<file path="config.mk">
export PLATFORM = sky130hd
export DESIGN_NAME = alu_seq_nbit
export DESIGN_NICKNAME = d
export VERILOG_FILES = /design/src/rtl/alu_seq_nbit.sv
export SDC_FILE = /design/constraint.sdc
export NUM_CORES = 1
export LEC_CHECK = 0
export ABC_AREA = 1
export ABC_CLOCK_PERIOD_IN_PS = 7200
export CORE_MARGIN = 4
export CORE_UTILIZATION = 42
export CTS_CLUSTER_DIAMETER = 30
export DETAILED_ROUTE_END_ITERATION = 6
export GPL_TIMING_DRIVEN = 0
export HOLD_SLACK_MARGIN = 0.06
export PLACE_DENSITY = 0.72
export RECOVER_POWER = 100
export SLEW_MARGIN = 20
export SYNTH_ARGS = -nofsm -noshare
export SYNTH_HDL_FRONTEND = slang
export SYNTH_SLANG_ARGS = --single-unit
</file>
<file path="constraint.sdc">
create_clock -name clk -period 7.2 [get_ports clk]
set_clock_uncertainty 0.15 [all_clocks]
set_input_delay 1.8 -clock clk [delete_from_list [all_inputs] [get_ports clk]]
set_output_delay 1.8 -clock clk [all_outputs]
set_load 0.01 [all_outputs]
</file>
<file path="src/rtl/alu_seq_nbit.sv">
// N-bit ALU on 4-bit carry-lookahead groups behind a valid/ready handshake.
// Define ALU_MUL_EN to build the multi-cycle shift-add multiplier for op 011.
module alu_seq_nbit #(
  parameter int WIDTH     = 32,
  parameter int CLA_GROUP = 4
) (
  input  logic             clk,
  input  logic             reset,
  input  logic             in_valid,
  output logic             in_ready,
  input  logic [WIDTH-1:0] a,
  input  logic [WIDTH-1:0] b,
  input  logic [2:0]       op,
  output logic             out_valid,
  input  logic             out_ready,
  output logic [WIDTH-1:0] result,
  output logic             cout,
  output logic             zero,
  output logic             overflow
);

  localparam int NG = WIDTH / CLA_GROUP;

  // Full lookahead inside a group: every carry is a flat function of g/p/cin.
  function automatic logic [CLA_GROUP:0] cla_carry(input logic [CLA_GROUP-1:0] g,
                                                   input logic [CLA_GROUP-1:0] p,
                                                   input logic cin);
    logic [CLA_GROUP:0] c;
    logic term;
    logic pp;
    c    = '0;
    c[0] = cin;
    for (int j = 0; j < CLA_GROUP; j++) begin
      term = g[j];
      pp   = p[j];
      for (int k = j - 1; k >= 0; k--) begin
        term = term | (pp & g[k]);
        pp   = pp & p[k];
      end
      c[j+1] = term | (pp & cin);
    end
    return c;
  endfunction

  logic             is_sub;
  logic [WIDTH-1:0] b_eff;
  logic [WIDTH-1:0] sum;
  logic [NG:0]      grp_carry;
  logic             add_ovf;

  assign is_sub       = op[2];
  assign b_eff        = is_sub ? ~b : b;
  assign grp_carry[0] = is_sub;

  genvar gi;
  for (gi = 0; gi < NG; gi++) begin : g_cla
    logic [CLA_GROUP-1:0] ga, gb, gg, gp;
    logic [CLA_GROUP:0]   gcarry;
    assign ga     = a[gi*CLA_GROUP +: CLA_GROUP];
    assign gb     = b_eff[gi*CLA_GROUP +: CLA_GROUP];
    assign gg     = ga & gb;
    assign gp     = ga ^ gb;
    assign gcarry = cla_carry(gg, gp, grp_carry[gi]);
    assign sum[gi*CLA_GROUP +: CLA_GROUP] = gp ^ gcarry[CLA_GROUP-1:0];
    assign grp_carry[gi+1] = gcarry[CLA_GROUP];
  end

  assign add_ovf = (a[WIDTH-1] == b_eff[WIDTH-1]) && (sum[WIDTH-1] != a[WIDTH-1]);

  logic [WIDTH-1:0] alu_result;
  logic             alu_cout;
  logic             alu_ovf;

  always_comb begin
    alu_result = '0;
    alu_cout   = 1'b0;
    alu_ovf    = 1'b0;
    case (op)
      3'b000: alu_result = a & b;
      3'b001: alu_result = a | b;
      3'b010, 3'b110: begin
        alu_result = sum;
        alu_cout   = grp_carry[NG];
        alu_ovf    = add_ovf;
      end
      3'b111: alu_result = {{(WIDTH-1){1'b0}}, sum[WIDTH-1] ^ add_ovf};
      default: alu_result = '0;
    endcase
  end

  logic             accept;
  logic             is_mul_op;
  logic             out_valid_reg;
  logic [WIDTH-1:0] result_reg;
  logic             cout_reg;
  logic             zero_reg;
  logic             overflow_reg;

  assign accept = in_valid && in_ready;

`ifdef ALU_MUL_EN
  typedef enum logic {S_IDLE, S_MUL} state_t;
  localparam int CW = $clog2(WIDTH + 1);

  state_t           state_reg, state_next;
  logic [CW-1:0]    cnt_reg;
  logic [WIDTH-1:0] mul_a_reg, mul_hi_reg, mul_lo_reg;
  logic [WIDTH:0]   mul_step;
  logic             mul_done;

  assign is_mul_op = (op == 3'b011);
  // One extra MUL cycle after the WIDTH iterations moves the product out.
  assign mul_done  = (state_reg == S_MUL) && (cnt_reg == CW'(WIDTH));

  always_ff @(posedge clk) begin
    if (reset) state_reg <= S_IDLE;
    else       state_reg <= state_next;
  end

  always_comb begin
    state_next = state_reg;
    case (state_reg)
      S_IDLE:  if (accept && is_mul_op) state_next = S_MUL;
      S_MUL:   if (mul_done) state_next = S_IDLE;
      default: state_next = S_IDLE;
    endcase
  end

  always_comb begin
    in_ready = !reset && (state_reg == S_IDLE) && (!out_valid_reg || out_ready);
  end

  assign mul_step = {1'b0, mul_hi_reg} + (mul_lo_reg[0] ? {1'b0, mul_a_reg} : '0);

  always_ff @(posedge clk) begin
    if (reset) begin
      cnt_reg    <= '0;
      mul_a_reg  <= '0;
      mul_hi_reg <= '0;
      mul_lo_reg <= '0;
    end else if (accept && is_mul_op) begin
      cnt_reg    <= '0;
      mul_a_reg  <= a;
      mul_hi_reg <= '0;
      mul_lo_reg <= b;
    end else if (state_reg == S_MUL && !mul_done) begin
      cnt_reg    <= cnt_reg + 1'b1;
      mul_hi_reg <= mul_step[WIDTH:1];
      mul_lo_reg <= {mul_step[0], mul_lo_reg[WIDTH-1:1]};
    end
  end
`else
  assign is_mul_op = 1'b0;
  assign in_ready  = !reset && (!out_valid_reg || out_ready);
`endif

  always_ff @(posedge clk) begin
    if (reset) begin
      out_valid_reg <= 1'b0;
      result_reg    <= '0;
      cout_reg      <= 1'b0;
      zero_reg      <= 1'b0;
      overflow_reg  <= 1'b0;
    end else if (accept && !is_mul_op) begin
      out_valid_reg <= 1'b1;
      result_reg    <= alu_result;
      cout_reg      <= alu_cout;
      zero_reg      <= (alu_result == '0);
      overflow_reg  <= alu_ovf;
    end
`ifdef ALU_MUL_EN
    else if (mul_done) begin
      out_valid_reg <= 1'b1;
      result_reg    <= mul_lo_reg;
      cout_reg      <= |mul_hi_reg;
      zero_reg      <= (mul_lo_reg == '0);
      overflow_reg  <= 1'b0;
    end
`endif
    else if (out_ready) begin
      out_valid_reg <= 1'b0;
    end
  end

  assign out_valid = out_valid_reg;
  assign result    = result_reg;
  assign cout      = cout_reg;
  assign zero      = zero_reg;
  assign overflow  = overflow_reg;

endmodule

</file>
==> results_dict.tcl <==
set metrics [dict create \
    final_common_cell "nand2_1" \
    ant_nets 0 \
    seq_area_um2 720.7 \
    postSynthNetCount 720 \
    ys_types 34 \
    p_clk_share_pct 23.5 \
    crit_path_top_delay_cell "dlygate4sd3_1" \
    nets 831 \
    max_freq_ghz 0.1553 \
    syn2layout_area_growth_pct 32.11 \
    holdBufCountCts 0 \
    die-area_um2 11070 \
    firstDrtPassIters 5 \
    worst_slack_ns 0.7619 \
    cpMostUsedCell "nand2_1" \
    worstPathArrival_ns 6.51 \
    critPathCaptureType "flop" \
    rr_worst_depth 15 \
    ys_seq_area_share_pct 18.15 \
    p_int_mw 0.4687 \
    grt_start_max_net_pins 13 \
    worst_pin_slew_ns 0.7038 \
    drc 0 \
    chipHeight_um 105.2 \
    grt_use_total_pct 21.99 \
    switching_share_pct 38.41 \
    grt_pass1_wl_um 19780 \
    seq_power_share_pct 28.7 \
    die_w_um 105.2 \
    layout.cells.most_common_list "113 x nand2_1, 84 x inv_1, 65 x clkdlybuf4s50_1" \
    rows 35 \
    rsz0062_at_grt "false" \
    slowest_delay_ns 0.63 \
    clk_pin_slew_worst_paths_ns 0.08 \
    worstPathRequired_ns 7.28 \
    fin_util_pct 56.76 \
    final-hold-violation-count 0 \
    cts_buffer_depth 2 \
    multi_input_area_um2 2756 \
    hp-class "flop to flop" \
    final_cell_area_um2 5245 \
    synth_cells 610 \
    pin_count 108 \
    slew_headroom_pct 53.08 \
    cp_max_fo 4 \
    vias 4500 \
    via_per_inst 5.288 \
    cts_buffers 5 \
    timing.final.crit_period_ns 6.438 \
    setup_viol 0 \
    core_area_um2 9240 \
    cts_tree "done" \
    path_class "input pin to flop" \
    p_sw_mw 0.2923 \
    finalSetupTns_ns 0 \
    p_leak_nw 2.511 \
    nFillCells 963 \
    place_ws_ns 0.8059 \
    placed_area_um2 5172 \
    syn_area_per_cell_um2 6.508 \
    clock_insertion_delay_worst_skew_ns 0.29 \
    h-tree-depth 2 \
    syn_area_um2 3970 \
    post_drt_wl_per_cell_um 15.09 \
    outcome "completed" \
    finalPower_mw 0.7609 \
    power-per-cell-area_nw_per_um2 145.1 \
    antenna_found_initial 0 \
    routed_wl_um 12840 \
    hold_depth 2 \
    drt-initial-drc-count 252 \
    grt_overflow_total 0 \
    port_buffers 104 \
    grt_pass1_vias 4193 \
    startpoint_type "input pin" \
    finalMaxSlewViolations 0 \
    ir_drop_mv 0.1077 \
    post_cts_resized 0 \
    post_cts_buffers 0 \
    start_util_pct 42.97 \
    fin_crit_sh_pct 89.42 \
    largest_reg_flops 32 \
    hpwlAfterDp_um 10390 \
    root_buffer "clkbuf_8" \
    r2r_slack_ns 5.06 \
    place_congestion 0.8981 \
    pwr-share-comb_pct 47.8 \
    cts_num_sinks 36 \
    drive_gt1_share_pct 5.402 \
    ys_ff_latch 36 \
    maxCapViolCount 0 \
    antenna_cells 0 \
    yosys_warnings 0 \
]
-- metrics by stage --
step	hold WS [ns]	std cells
2_1_floorplan	0.3375	610
3_3_place_gp	0.3040	843
3_5_place_dp	0.3068	843
4_1_cts	0.3177	851
5_1_grt	0.3356	851
6_report	0.3118	851
-- critical path: cells and delay by family --
kind / cells / cell delay, ns
AOI/OAI and AO/OA: 1 / 0.11
adders and majority gates: 2 / 0.74
and+or+nand+nor: 32 / 3.16
buffers and inverters: 2 / 0.71
-- synthesized netlist by cell type --
master / count / share of area, %
a21o_1: 1 / 0.19
nor2_1: 49 / 4.6
nand3_1: 54 / 6.8
or2_2: 3 / 0.47
or2_1: 2 / 0.32
nand2_4: 5 / 1.4
nand3_2: 3 / 0.76
inv_2: 4 / 0.38
clkbuf_1: 8 / 0.76
maj3_1: 9 / 2.3
buf_6: 1 / 0.28
nor3_1: 11 / 1.4
xor2_1: 25 / 5.5
a21oi_1: 53 / 6.7
inv_1: 83 / 7.8
nand4_1: 4 / 0.63
nand2_1: 104 / 9.8
nor3b_1: 2 / 0.38
dfxtp_1: 36 / 18
buf_2: 7 / 0.88
o21ai_0: 51 / 6.4
a2111oi_0: 1 / 0.22
buf_1: 2 / 0.19
o211ai_1: 10 / 1.9
nand2_2: 13 / 2.0
o22ai_1: 2 / 0.32
nand3b_1: 9 / 1.7
ha_1: 32 / 10
o211a_1: 4 / 1.0
o31ai_1: 1 / 0.19
xnor2_1: 7 / 1.5
o21ai_1: 1 / 0.13
fa_1: 7 / 3.5
buf_4: 6 / 1.1
-- layout make-up --
| class | count | area share, % |
|---|---|---|
| Multi-Input combinational cell | 463 | 52.55 |
| Timing Repair Buffer | 104 | 19.85 |
| Sequential cell | 36 | 13.74 |
| Inverter | 87 | 6.226 |
| Tap cell | 129 | 3.077 |
| Buffer | 24 | 2.433 |
| Clock buffer | 5 | 1.312 |
| Clock inverter | 3 | 0.8111 |
-- power groups by stage --
stage	clock network [mW]	logic [mW]	registers, mW
2_1_floorplan	0	0.227	0.229
3_3_place_gp	0	0.358	0.224
3_5_place_dp	0	0.370	0.224
4_1_cts	0.180	0.372	0.219
5_1_grt	0.189	0.405	0.220
6_report	0.179	0.364	0.219
-- per-layer routing --
metal	GRT usage (%)	part of all wire [%]	up-vias
met5	0	0	-
met4	6.842	2.3	0
met3	3.491	6.6	20
met2	38.80	48	173
met1	27.29	43	2073
li1	-	-	2234
-- path summary, 6_finish.rpt --
| check | start | to |
|---|---|---|
| max | b[0] | zero$_SDFFE_PP0P_ |
| max reg2reg | out_valid$_SDFFE_PP0P_ | zero$_SDFFE_PP0P_ |
| min | result[31]$_SDFFE_PP0P_ | result[31]$_SDFFE_PP0P_ |
| min reg2reg | result[31]$_SDFFE_PP0P_ | result[31]$_SDFFE_PP0P_ |
-- cells by family (layout without fill, tap and decap cells) --
group           count (synthesis)  in the layout  share of synthesized area, %
flops                          36             36                         18.15
xor+xnor                       32             32                         7.060
fa+ha+maj                      48             48                         15.88
buf+inv                       111            223                         11.47
simple gates                  259            259                         30.38
compound gates                124            124                         17.05
No activity file was read; power rests on OpenSTA's default activity.
